### src/rtl/fifo_arb_pkg.sv
// rtl/fifo_arb_pkg.sv - shared constants, pointer type and helpers for the FIFO write arbiter
package fifo_arb_pkg;

   // Largest requester count the arbiter is sized for
   localparam int MAX_REQ = 8;

   // Default memory depth used for the shared pointer type
   localparam int DEF_DEPTH = 16;

   // Address width for a power-of-two memory depth
   function automatic int addr_w(input int depth);
      return $clog2(depth);
   endfunction

   localparam int DEF_ADDR_W = addr_w(DEF_DEPTH);

   // Pointer carries one extra wrap bit beyond the address
   typedef logic [DEF_ADDR_W:0] ptr_t;

endpackage

### src/rtl/fifo_wr_arb_ctrl_rr_arbiter.sv
// rtl/fifo_wr_arb_ctrl_rr_arbiter.sv - combinational round-robin arbiter, scan starts after last winner
module rr_arbiter
   import fifo_arb_pkg::*;
#(
   parameter int N     = 4,
   parameter int IDX_W = (N > 1) ? $clog2(N) : 1
) (
   input  logic [N-1:0]     i_req,
   input  logic             i_enable,
   input  logic [IDX_W-1:0] i_last,
   output logic [N-1:0]     o_gnt,
   output logic [IDX_W-1:0] o_winner
);

   // Walk indices last+1 .. last+N (mod N); the first asserted request wins
   always_comb begin : p_scan
      logic             v_found;
      logic [IDX_W-1:0] v_idx;
      o_gnt    = '0;
      o_winner = '0;
      v_found  = 1'b0;
      v_idx    = '0;
      for (int k = 1; k <= N; k++) begin
         v_idx = IDX_W'((int'(i_last) + k) % N);
         if (!v_found && i_enable && i_req[v_idx]) begin
            o_gnt[v_idx] = 1'b1;
            o_winner     = v_idx;
            v_found      = 1'b1;
         end
      end
   end

endmodule

### src/rtl/fifo_wr_arb_ctrl.sv
// rtl/fifo_wr_arb_ctrl.sv - shared fifo_mem write-port arbiter with pointers and flags (option: FIFO_ARB_WATERMARK_EN)
module fifo_wr_arb_ctrl
   import fifo_arb_pkg::*;
#(
   parameter int WIDTH   = 8,
   parameter int DEPTH   = 16,
   parameter int NUM_REQ = 4
`ifdef FIFO_ARB_WATERMARK_EN
   ,
   parameter int AF_LEVEL = DEPTH - 2,
   parameter int AE_LEVEL = 2
`endif
) (
   input  logic                       w_clk,
   input  logic                       w_rst,
   input  logic [NUM_REQ-1:0]         req,
   input  logic [NUM_REQ*WIDTH-1:0]   req_data,
   output logic [NUM_REQ-1:0]         gnt,
   input  logic                       rd_en,
   output logic                       rd_valid,
   output logic                       wr_rq,
   output logic                       rd_rq,
   output logic [$clog2(DEPTH)-1:0]   waddr,
   output logic [$clog2(DEPTH)-1:0]   raddr,
   output logic [WIDTH-1:0]           wdata,
   output logic                       full,
   output logic                       empty,
   output logic [$clog2(DEPTH):0]     count
`ifdef FIFO_ARB_WATERMARK_EN
   ,
   output logic                       almost_full,
   output logic                       almost_empty
`endif
);

   localparam int ADDR_W = addr_w(DEPTH);
   localparam int IDX_W  = $clog2(NUM_REQ);

   logic [ADDR_W:0]      r_wr_ptr;
   logic [ADDR_W:0]      r_rd_ptr;
   logic [IDX_W-1:0]     r_last;

   logic [NUM_REQ-1:0]   w_gnt;
   logic [IDX_W-1:0]     w_winner;
   logic                 w_arb_en;
   logic                 w_full;
   logic                 w_empty;

   // Flags come from registered pointers only; no same-cycle write/read feedthrough
   assign w_empty = (r_wr_ptr == r_rd_ptr);
   assign w_full  = (r_wr_ptr[ADDR_W] != r_rd_ptr[ADDR_W]) &&
                    (r_wr_ptr[ADDR_W-1:0] == r_rd_ptr[ADDR_W-1:0]);

   // Grants are suppressed while full and while reset is asserted
   assign w_arb_en = !w_full && !w_rst;

   rr_arbiter #(
      .N     (NUM_REQ),
      .IDX_W (IDX_W)
   ) u_rr_arbiter (
      .i_req    (req),
      .i_enable (w_arb_en),
      .i_last   (r_last),
      .o_gnt    (w_gnt),
      .o_winner (w_winner)
   );

   assign gnt      = w_gnt;
   assign wr_rq    = |w_gnt;
   assign rd_rq    = rd_en;
   assign rd_valid = rd_en && !w_empty;
   assign waddr    = r_wr_ptr[ADDR_W-1:0];
   assign raddr    = r_rd_ptr[ADDR_W-1:0];
   assign full     = w_full;
   assign empty    = w_empty;
   assign count    = r_wr_ptr - r_rd_ptr;

   // Select the granted producer's slice; zero when nobody holds the grant
   always_comb begin
      wdata = '0;
      for (int i = 0; i < NUM_REQ; i++) begin
         if (w_gnt[i]) begin
            wdata = req_data[i*WIDTH +: WIDTH];
         end
      end
   end

   // Pointer advance and round-robin history; last moves only when a grant is issued
   always_ff @(posedge w_clk) begin
      if (w_rst) begin
         r_wr_ptr <= '0;
         r_rd_ptr <= '0;
         r_last   <= IDX_W'(NUM_REQ - 1);
      end else begin
         if (wr_rq) begin
            r_wr_ptr <= r_wr_ptr + 1'b1;
            r_last   <= w_winner;
         end
         if (rd_valid) begin
            r_rd_ptr <= r_rd_ptr + 1'b1;
         end
      end
   end

`ifdef FIFO_ARB_WATERMARK_EN
   // Watermarks are decoded from the registered occupancy
   assign almost_full  = (int'(count) >= AF_LEVEL);
   assign almost_empty = (int'(count) <= AE_LEVEL);
`endif

endmodule

### config.mk
export PLATFORM = sky130hd
export DESIGN_NAME = fifo_wr_arb_ctrl
export DESIGN_NICKNAME = d
export VERILOG_FILES = /design/src/rtl/fifo_arb_pkg.sv /design/src/rtl/fifo_wr_arb_ctrl_rr_arbiter.sv /design/src/rtl/fifo_wr_arb_ctrl.sv
export SDC_FILE = /design/constraint.sdc
export NUM_CORES = 1
export LEC_CHECK = 0
export BUFFER_PORTS_ARGS = -buffer_cell sky130_fd_sc_hd__buf_2
export CAP_MARGIN = 20
export CORE_MARGIN = 4
export CORE_UTILIZATION = 35
export CTS_CLUSTER_DIAMETER = 30
export CTS_CLUSTER_SIZE = 30
export DETAILED_ROUTE_END_ITERATION = 6
export PLACE_DENSITY = 0.69
export SYNTH_ARGS = -nofsm -noshare
export SYNTH_HDL_FRONTEND = slang
export SYNTH_HIERARCHICAL = 1
export SYNTH_SLANG_ARGS = --single-unit
### constraint.sdc
create_clock -name w_clk -period 4.2 [get_ports w_clk]
set_clock_uncertainty 0.2 [all_clocks]
set_input_delay 0.42 -clock w_clk [delete_from_list [all_inputs] [get_ports w_clk]]
set_output_delay 0.42 -clock w_clk [all_outputs]
set_load 0.1 [all_outputs]
; After elaboration in Yosys (flattened, before gate mapping)
; Cells that the tools add are included.
[totals]
register_bits = 12
[op_classes]
add_sub_neg = 7
order_cmp = 8
eq_ne = 3
mux = 31
bitwise_logic = 3
n_reduce_logical = 21
[ops]
columns = operator, n
row1 = 8-bit two-way mux, 4
row2 = 4-bit two-way mux, 4
row3 = 1-bit logical AND, 14
row4 = "2-bit by 3-bit < comparator with 1-bit output, second input constant", 4
row5 = 4-bit bitwise OR, 3
row6 = 1-bit two-way mux, 11
row7 = "5-bit by 1-bit adder with 5-bit output, second input constant", 2
row8 = 1-bit binary-select mux with 2-bit select, 4
row9 = 1-bit demux with 2-bit select, 4
row10 = "2-bit by 1-bit greater-or-equal comparator with 1-bit output, second input constant", 4
row11 = 2-bit two-way mux, 4
row12 = 1-bit zero test, 6
row13 = 5-bit == test, 1
row14 = 5-bit subtractor, 1
row15 = "2-bit by 1-bit adder with 2-bit output, second input constant", 2
row16 = "2-bit adder, second input constant", 2
row17 = 4-bit == test, 1
row18 = 4-bit OR reduction, 1
row19 = 1-bit != test, 1

; Longest topological paths before layout
; Gate-level depths: netlist (run 1).
[logic_depth]
depth_word = 22
depth_mapped = 14

; Hierarchy
; The synthesis (run 1) kept the hierarchy.
[by_module_without_submodules]
columns = module, n_inst, cells_per_inst, area_each_um2, seq_area_each_um2
row1 = fifo_wr_arb_ctrl, 1, 128, 1003.5, 240.2
row2 = rr_arbiter, 1, 48, 446.7, 0.0

; Worst setup path before layout (run 1)
; Ideal clock, no wire load.
[synth_timing]
path_type = flip-flop to output port
from = reg r_rd_ptr[2]
to = out wdata[0]
t_arrival_ps = 6550
required_ps = 3580
setup_slack_ps = -2970
path_stages_with_launch = 12
n_path_buf = 1
cell_sequence = dfxtp_1 -> inv_1 -> ha_1 -> nand4_1 -> nor2_1 -> nor2_1 -> and3_1 -> a221o_1 -> clkbuf_1 -> nor2b_2 -> a221oi_1 -> o31ai_1
[synth_via]
word_cells_on_any_way = 28
classes_between = 1 x eq/ne / 11 x mux / 3 x bitwise / 13 x reduce/logical
[synth_rtl]
columns = element, line
row1 = "start, declared", fifo_wr_arb_ctrl.sv:40  ; logic [ADDR_W:0] r_rd_ptr;
row2 = "start signal, assigned", fifo_wr_arb_ctrl.sv:100  ; r_rd_ptr <= r_rd_ptr + 1'b1;
row3 = 4-bit == test (*), fifo_wr_arb_ctrl.sv:52  ; (r_wr_ptr[ADDR_W-1:0] == r_rd_ptr[ADDR_W-1:0]);
row4 = 1-bit logical AND (*), fifo_wr_arb_ctrl.sv:51  ; assign w_full = (r_wr_ptr[ADDR_W] != r_rd_ptr[ADDR_W]) &&
row5 = net full, fifo_wr_arb_ctrl.sv:26  ; output logic full,
row6 = 1-bit zero test (*), fifo_wr_arb_ctrl.sv:55  ; assign w_arb_en = !w_full && !w_rst;
row7 = 1-bit logical AND (*), fifo_wr_arb_ctrl.sv:55
row8 = net w_arb_en, fifo_wr_arb_ctrl.sv:45  ; logic w_arb_en;
row9 = 1-bit logical AND, fifo_wr_arb_ctrl_rr_arbiter.sv:25  ; if (!v_found && i_enable && i_req[v_idx]) begin
row10 = 1-bit two-way mux, fifo_wr_arb_ctrl_rr_arbiter.sv:25
row11 = [... 4 more ...], -
row12 = 1-bit zero test, fifo_wr_arb_ctrl_rr_arbiter.sv:25
row13 = 1-bit logical AND (2 in a row), fifo_wr_arb_ctrl_rr_arbiter.sv:25
row14 = 1-bit two-way mux, fifo_wr_arb_ctrl_rr_arbiter.sv:25
row15 = 1-bit zero test, fifo_wr_arb_ctrl_rr_arbiter.sv:25
row16 = 1-bit logical AND (2 in a row), fifo_wr_arb_ctrl_rr_arbiter.sv:25
row17 = 4-bit two-way mux (*), fifo_wr_arb_ctrl_rr_arbiter.sv:25
row18 = net gnt[1], fifo_wr_arb_ctrl.sv:18  ; output logic [NUM_REQ-1:0] gnt,
row19 = 8-bit two-way mux (*) (3 in a row), fifo_wr_arb_ctrl.sv:82  ; if (w_gnt[i]) begin
row20 = "end, declared", fifo_wr_arb_ctrl.sv:25  ; output logic [WIDTH-1:0] wdata,
; Mark *: on every way through the listed nets, which the timed path passes. The rest lies on a longest branch.

; Final worst setup path (run 1)
[layout_timing]
from = reg r_last[1]
to = out wdata[5]
[layout_via]
elab_chain_len = 21
word_cells_on_any_way = 56
classes_between = 4 x add/sub / 8 x order compare / 27 x mux / 3 x bitwise / 14 x reduce/logical
[layout_lines]
columns = element, line
row1 = "start, declared", fifo_wr_arb_ctrl.sv:41  ; logic [IDX_W-1:0] r_last;
row2 = "start signal, assigned", fifo_wr_arb_ctrl.sv:93  ; r_last <= IDX_W'(NUM_REQ - 1);
row3 = "start signal, assigned", fifo_wr_arb_ctrl.sv:97  ; r_last <= w_winner;
row4 = branches (longest 16 deep; another with 2-bit by 3-bit < comparator with 1-bit output), -
row5 = 4-bit two-way mux (*), fifo_wr_arb_ctrl_rr_arbiter.sv:25
row6 = 8-bit two-way mux (3 in a row), fifo_wr_arb_ctrl.sv:82
row7 = 8-bit two-way mux (*), fifo_wr_arb_ctrl.sv:82
; Every way passes the cells marked *. The select of a mux whose other input is x is not followed.

==> results of run 1 <==
sequential cells by signal, indices dropped and copies added, names as in the netlist:
register / flops
r_wr_ptr: 5
r_last: 2
r_rd_ptr: 5
stage by stage:
stage	setup TNS, ps	cell area (µm²)	hold WS (ps)
2_1_floorplan	-390.1	1700	267.2
3_3_place_gp	0	1987	279.8
3_5_place_dp	0	1987	289.8
4_1_cts	0	2042	297.9
5_1_grt	0	2059	318.9
6_report	0	2059	295.4
logic make-up (layout without fill, tap and decap cells):
family	after synthesis	count (layout)
DFF	12	12
AOI/OAI and AO/OA	43	43
and+or+nand+nor	63	63
muxes	8	8
xor gates and xnor gates	10	10
adders and majority gates	14	14
buffers and inverters	26	83
layout make-up:
type | count | area share, %
Inverter | 10 | 1.823
Clock buffer | 4 | 2.673
Timing Repair Buffer | 69 | 17.74
Tap cell | 50 | 3.038
Multi-Input combinational cell | 138 | 62.82
Sequential cell | 12 | 11.91
placed cells by master (no fill, tap or decap), types with 4 or more instances in the layout:
cell type / n
buf_2: 61
nand2_1: 24
nor2b_1: 10
a21oi_1: 9
ha_1: 9
nor2_1: 8
dfxtp_1: 8
nand3b_1: 7
o31ai_4: 7
xor2_1: 6
inv_2: 5
inv_1: 5
a221oi_1: 5
buf_4: 5
xnor2_1: 4
o21ai_0: 4
ha_4: 4
clkbuf_8: 4
dfxtp_2: 4
mux4_2: 4
a21boi_0: 4
layer usage:
metal	global-route usage, %	wire, µm
met5	0	0
met4	1.230	0
met2	23.76	1619
met1	18.70	1721
met3	3.463	395
path summary, 6_finish.rpt:
kind / startpoint / to / slack, ps
worst max-delay path: r_last[1] / wdata[5] / 240
worst min-delay path: r_wr_ptr[0] / r_wr_ptr[0] / 300
worst max register to register: r_last[1] / r_wr_ptr[4] / 840
worst min register to register: r_wr_ptr[0] / r_wr_ptr[0] / 300
what timing repair did:
item | 4_1_cts | 5_1_grt
setup buffers | 0 | 0
endpoints found under the setup margin | 0 | 7
hold buffers | 0 | 0
gates resized for setup | 0 | 11
worst min-delay path, stage by stage, from the launching register on:
cell,delay [ps]
dfxtp_2,340
nand2_1,60
a21oi_1,50
==> impl_results.md, run 1 <==
- Cell Area, Synth: 1450 µm²
- Mux cell area share after synthesis: 9.060%
- Seq/Total Area, Yosys: 16.57%
- F_max: between 0.2 and 0.3 GHz
- Crit path max-delay family: simple AND/OR/NAND/NOR gates
- Slew Limit Headroom: 64.63%
- Outcome: complete, no violations
- Critical Path AT: 3340 ps
- Final period util: a little over nine tenths
- Die boundary width: 72.37 µm
- CP Class: flop to output port
- Gr usage total: between 10% and 20%
- Synth cell types: 37
- Crit path largest cell delay: 500 ps
- Yosys reg bits: 12
- Min Tclk post-route: 3962 ps
- Count of input and output buffers: 68
- Most common cell in the netlist: nand2_1
- Final worst setup slack: 237.6 ps
- Final setup viols: 0
- Final Util: around 51%
- Xor and xnor area share after synthesis: 6.040%
- Worst-margin pin slew: around 530 ps
- Worst EP required: about 3600 ps
- Syn avg cell area: 8.239 µm²
- Seq. cell area: 245.2 µm²
- Synth area leader: dfxtp_1
- Ant. Diodes: 0
- Max_cap viols: 0
- Layout cell share with drive strength beyond 1: about half
- Post-Layout Cell Count: 283
- Std-Cell Core Area: approximately 4000 µm²
- Antenna-violating nets left: 0
- Footprint of the multi-input gates: 1294 µm²
- CP bufs+invs: 2
- HP Class: flop to flop
- Clock latency on the worst-skew pair: 240 ps
- Clock buffer depth: 2
- CP Depth: 10
- Area fraction in compound gates after synthesis: a little over a fifth
- DRC errors left: 0
- Unrepaired setup endpoints after global routing: no
- Global route overflow: 0
- Post-synth top cells: 24 x nand2_1, 13 x ha_1, 12 x dfxtp_1
- Dpl ws: between 300 and 400 ps
- Dpl cells: 279
- Top cell type's share of synthesized area: 16.57%
- Layout area overhead: 42.02%
- Num Clock Sinks: 12
- Mapped Nets: 229
- Fin nets: 287
- Cell Rows: 23
- Slew Viols, Final: 0
- Main combinational cell family by area after synthesis: simple AND/OR/NAND/NOR gates
- Routability congestion estimate: 0.7881
- Number of synthesized flops with an enable pin: 0
- Synth Area in Simple Gates: 23.81%
- FF-to-FF path depth: 11
- Ys Warns: 6
- WL/cell: around 13 µm
- Io pins: slightly below 70
- Largest net degree at the start of global routing: 19
- Worst-path clk slew: 50 ps
- CP endpoint kind: output port
- Vias: approximately 1500
- Num CTS Buffers: 3
- Die Ht: 72.37 µm
- Hold Vio Cnt, Final: 0
- Initial DRC Count: 26
- H-tree depth: 1
- Initial core utilization: 36.25%
- Crit-path max FO: 12
- Adder-Cell Fraction of Synth Area: 12.60%
- CTS tree: built
- Post-synthesis cell count: 176
- Clock Root Buffer: clkbuf_8
- Initial antenna violation count: 0
- Synth Flop Type: dfxtp_1
- DR vias/cell: 5.170
- DIE AREA: 5237 µm²
- Post-DP HPWL: 2989 µm
- Pre-antenna DRT Iters: 4
- Fillers: 372
- Asr flop ratio synth: 0%
- Vias in the first global route: 1291
- First-pass GRT wire length: 6085 µm
- Top cells by area, synth: dfxtp_1 17%, ha_1 11%, mux4_2 6.2%
- Worst path cell trace: inv_1 -> ha_1 -> mux4_2 -> nor2_1 -> and3_4 -> a221o_2 -> nor2b_4 -> a221oi_2 -> o31ai_4 -> clkbuf_4
- Slowest stage cell on the critical path: dfxtp_1
- Startpoint type of the worst setup path: flop
- Routed Wire Length: between 3000 and 4000 µm
- Hold Crit Depth: 2
Power of run 1 is not shown: default switching activity piles up to over one toggle a cycle in this logic, so the estimate is an artifact.
==> inputs of run 2 (changes only) <==
--- a/config.mk
+++ b/config.mk
@@ -12,7 +12,7 @@
 export CTS_CLUSTER_DIAMETER = 30
 export CTS_CLUSTER_SIZE = 30
 export DETAILED_ROUTE_END_ITERATION = 6
-export PLACE_DENSITY = 0.69
+export PLACE_DENSITY = 0.72
 export SYNTH_ARGS = -nofsm -noshare
 export SYNTH_HDL_FRONTEND = slang
 export SYNTH_HIERARCHICAL = 1
==> constraint.sdc (replaced) <==
create_clock -name w_clk -period 3.4 [get_ports w_clk]
set_clock_uncertainty 0.2 [all_clocks]
set_input_delay 0.34 -clock w_clk [delete_from_list [all_inputs] [get_ports w_clk]]
set_output_delay 0.34 -clock w_clk [all_outputs]
set_load 0.1 [all_outputs]
==> impl_results.md, run 2 (synthesized netlist as in run 1, its figures left out) <==
- Outcome: finished, violations left
- Failing checks: negative setup slack
- Final setup viols: 3 (+3)
- Num Clock Sinks: 12 (unchanged)
- Final worst setup slack: -18.94 ps (-256.5 ps)
- Num CTS Buffers: 3 (unchanged)
- Routed Wire Length: 5056 µm (+35%)
- Clock Root Buffer: clkbuf_8
- Max_cap viols: 0 (unchanged)
- Hold Vio Cnt, Final: 0 (unchanged)
- DRC errors left: 0 (unchanged)
- Worst-margin pin slew: 504.5 ps (-22.25 ps)
- Die Ht: 72.37 µm (unchanged)
- Cell Rows: 23 (unchanged)
- Crit-path max FO: 7 (-5)
- Gr usage total: 17.68% (+3.7 points)
- Commonest non-fill, non-tap cells in the layout: 55 x buf_2, 30 x buf_4, 24 x nand2_1
- CP Class: flop to output port
- Layout cell share with drive strength beyond 1: 61.76% (+12 points)
- Final Util: 68.85% (+17 points)
- Global route overflow: 0 (unchanged)
- Vias: 1725 (+18%)
- Biggest regs: r_rd_ptr: 5 flops, r_wr_ptr: 5 flops, r_last: 2 flops
- Initial core utilization: 36.25% (unchanged)
- CP endpoint kind: output port
- Antenna-violating nets left: 0 (unchanged)
- Initial DRC Count: 37 (+42%)
- WL/cell: 15.70 µm (+19%)
- Pre-antenna DRT Iters: 4 (unchanged)
- Sum Neg Setup Slack: -37.90 ps (-37.90 ps)
- Startpoint type of the worst setup path: flop
- Post-DP HPWL: 3229 µm (+8.1%)
- Clock buffer depth: 2 (unchanged)
- Hold WS: 236.1 ps (-59.25 ps)
- F_max: 0.2925 GHz
- Std-Cell Core Area: 4000 µm² (unchanged)
- Worst-path clk slew: 50 ps (about the same)
- Ant. Diodes: 0 (unchanged)
- Routability congestion estimate: 0.8361 (+6.1%)
- First-pass GRT wire length: 7714 µm (+27%)
- CTS tree: built
- Layout area overhead: 89.90%
- Die boundary width: 72.37 µm (unchanged)
- Slew Limit Headroom: 66.12% (+1.5 points)
- Fin nets: 327 (+14%)
- HP Class: input port to flop
- Io pins: 69 (unchanged)
- Unrepaired setup endpoints after global routing: yes
- Worst EP required: 2860 ps (-720 ps)
- Commonest non-fill, non-tap cell in the layout: buf_2
- Clock latency on the worst-skew pair: 230 ps (about the same)
- Slew Viols, Final: 0 (unchanged)
- Critical Path AT: 2880 ps (-460 ps)
- Count of input and output buffers: 68 (unchanged)
- Min Tclk post-route: 3419 ps
- Fillers: 285 (-23%)
- Final period util: 100.6%
- DR vias/cell: 5.357 (+3.6%)
- H-tree depth: 1 (unchanged)
- Vias in the first global route: 1637 (+27%)
- Initial antenna violation count: 0 (unchanged)
- Largest net degree at the start of global routing: 19 (unchanged)
- DIE AREA: 5237 µm² (unchanged)
-- run 2: changes by cell type in the layout (fill, tap and decap cells not counted), sizes merged --
cell,change
a221o,+1
buf,+41
clkbuf,-4
mux4,+1
-- run 2: worst paths after layout --
kind / startpoint / endpoint / slack (ps) / cells past startpoint
hold / removal: w_rst / r_rd_ptr[0] / 240 / 2
setup / recovery: r_last[0] / wdata[6] / -20 / 11
hold reg to reg: r_wr_ptr[0] / r_wr_ptr[0] / 290 / 2
setup reg to reg: r_last[0] / r_wr_ptr[4] / 430 / 11
-- run 2: layer usage --
metal	vias up	global-route usage (%)	wire length [µm]
met5	-	0	0
met4	0	2.049	18
met3	4	3.601	455
met2	84	30.84	2449
met1	798	23.15	2133
li1	839	-	-
-- run 2: metrics by stage --
step	instances	area, µm²	setup WS [ps]
floorplan	176	1700	-782.2
global placement	284	2217	151.6
detailed placement	284	2217	79.70
CTS	309	2599	-6.300
global route	322	2754	-139.8
finish	322	2754	-18.94
-- run 2: worst max-delay path, cell delays in order (launching register included) --
cell,delay (ps)
dfxtp_2,340
buf_6,120
mux4_2,500
nor2b_4,150
and3_4,200
a221o_4,440
buf_12,160
nand3b_1,170
a21oi_2,170
a21oi_2,60
o21ai_4,140
buf_12,190
-- run 2: layout make-up --
type	instances	area [µm²]	area share (%)
well taps	50	62.56	2.272
flip-flops and latches	12	252.7	9.178
clock buffers	3	41.29	1.499
multi-input cells	140	1454	52.79
repair buffers	107	905.9	32.89
inverters	10	37.54	1.363
-- run 2: repair_timing --
action,in CTS,in global routing
endpoints found under the setup margin,9,9
pin swaps,8,2
resized for setup,21,11
gates cloned,1,1
buffers inserted,21,12
hold buffers,0,0
Power of run 2 is left out for the same reason.
==> inputs of run 3 (changes only) <==
--- a/config.mk
+++ b/config.mk
@@ -12,7 +12,7 @@
 export CTS_CLUSTER_DIAMETER = 30
 export CTS_CLUSTER_SIZE = 30
 export DETAILED_ROUTE_END_ITERATION = 6
-export PLACE_DENSITY = 0.72
+export PLACE_DENSITY = 0.66
 export SYNTH_ARGS = -nofsm -noshare
 export SYNTH_HDL_FRONTEND = slang
 export SYNTH_HIERARCHICAL = 1
==> impl_results.md, run 3 (synthesized netlist as in run 1, its figures left out) <==
- Layout cell share with drive strength beyond 1: 58.80% (-3.0 points)
- Worst-margin pin slew: 552.6 ps (+48.05 ps)
- Worst-path clk slew: 50 ps (about the same)
- Gr usage total: 17.10% (-0.58 points)
- First-pass GRT wire length: 7286 µm (-5.5%)
- Vias: 1695 (-1.7%)
- Initial DRC Count: 28 (-24%)
- Clock Root Buffer: clkbuf_8
- H-tree depth: 1 (unchanged)
- Routed Wire Length: 4882 µm (-3.4%)
- Unrepaired setup endpoints after global routing: yes
- Slew Viols, Final: 0 (unchanged)
- Num Clock Sinks: 12 (unchanged)
- Initial core utilization: 36.25% (unchanged)
- Die Ht: 72.37 µm (unchanged)
- Die boundary width: 72.37 µm (unchanged)
- Min Tclk post-route: 3380 ps (-38.70 ps)
- Slowest stage cell on the critical path: mux4_2
- Initial antenna violation count: 0 (unchanged)
- Commonest non-fill, non-tap cells in the layout: 55 x buf_2, 31 x buf_4, 24 x nand2_1
- Layout area overhead: 83.69%
- Biggest regs: r_rd_ptr: 5 flops, r_wr_ptr: 5 flops, r_last: 2 flops
- Crit path largest cell delay: 590 ps (+90 ps)
- Startpoint type of the worst setup path: flop
- WL/cell: 15.40 µm (-1.9%)
- Largest net degree at the start of global routing: 19 (unchanged)
- Hold Vio Cnt, Final: 0 (unchanged)
- Global route overflow: 0 (unchanged)
- Fin nets: 322 (-1.5%)
- Io pins: 69 (unchanged)
- FF-to-FF path depth: 14 (+3)
- Routability congestion estimate: 0.8211 (-1.8%)
- DRC errors left: 0 (unchanged)
- CP endpoint kind: output port
- Worst path cell trace: buf_4 -> mux4_2 -> buf_4 -> nand3b_1 -> a21boi_0 -> a221o_4 -> buf_12 -> o31ai_4 -> buf_12
- Slew Limit Headroom: 62.90% (-3.2 points)
- Commonest non-fill, non-tap cell in the layout: buf_2
- Vias in the first global route: 1540 (-5.9%)
- Num CTS Buffers: 3 (unchanged)
- F_max: 0.2958 GHz (+1.1%)
- Std-Cell Core Area: 4000 µm² (unchanged)
- Clock buffer depth: 2 (unchanged)
- Post-DP HPWL: 3446 µm (+6.7%)
- Hold Crit Depth: 2 (unchanged)
- Antenna-violating nets left: 0 (unchanged)
- Cts hold-fix bufs: 0 (unchanged)
- Crit-path max FO: 13 (+6)
- CP Class: flop to output port
- HP Class: input port to flop
- DR vias/cell: 5.347 (-0.19%)
- Max_cap viols: 0 (unchanged)
- Final period util: 99.42% (-1.1 points)
- Sum Neg Setup Slack: 0 ps (+37.90 ps)
- Worst EP required: 2860 ps (about the same)
- Clock latency on the worst-skew pair: 230 ps (about the same)
- DIE AREA: 5237 µm² (unchanged)
- Ant. Diodes: 0 (unchanged)
- Outcome: complete, no violations
- Critical Path AT: 2840 ps (-40 ps)
- Count of input and output buffers: 68 (unchanged)
- Cell Rows: 23 (unchanged)
- Final setup viols: 0 (-3)
- Pre-antenna DRT Iters: 5 (+1)
- CTS tree: built
run 3: cell count changes in the layout (fill, tap and decap cells not counted), sizes merged:
cell   delta
a221o     -1
buf       -5
nor2      +1
run 3: worst paths after layout:
kind / start / endpoint / slack, ps
worst min register to register: r_wr_ptr[0] / r_wr_ptr[0] / 300
worst max register to register: r_rd_ptr[2] / r_wr_ptr[3] / 330
worst min-delay path: w_rst / r_rd_ptr[1] / 260
worst max-delay path: r_last[1] / wdata[4] / 20
run 3: worst max-delay path: cells and delay by family, from the launching register on:
kind                   cells  cell delay (ps)
DFF                        1              320
and+or+nand+nor            1              100
AOI/OAI and AO/OA          3              840
buffers and inverters      4              740
muxes                      1              590
run 3: area by class of cell:
class	instances	area [µm²]
multi-input combinational	140	1448
fill	316	1336
timing repair buffer	102	819.5
sequential	12	252.7
tap	50	62.56
clock buffer	3	41.29
inverter	10	40.04
run 3: per-stage QoR:
step	setup slack [ps]	hold WS, ps	cell area [µm²]	cells	utilization (%)
3_3_place_gp	138.3	277.2	2255	289	56.37
5_1_grt	-158.9	263.3	2664	317	66.59
3_5_place_dp	114.4	286.9	2255	289	56.37
2_1_floorplan	-782.2	201.7	1700	176	-
6_report	19.77	259.0	2664	317	66.59
4_1_cts	29.77	241.0	2504	307	62.59
run 3: layer usage:
layer,global-route usage [%],wire (µm)
met5,0,0
met1,22.24,2086
met3,3.601,435
met4,0.6148,11
met2,30.64,2348
run 3: timing repair:
action	in CTS	in global routing
resized for setup	11	13
pin swaps	5	5
gates cloned	1	1
endpoints found under the setup margin	9	9
setup buffers	14	9
Power of run 3 is left out for the same reason.
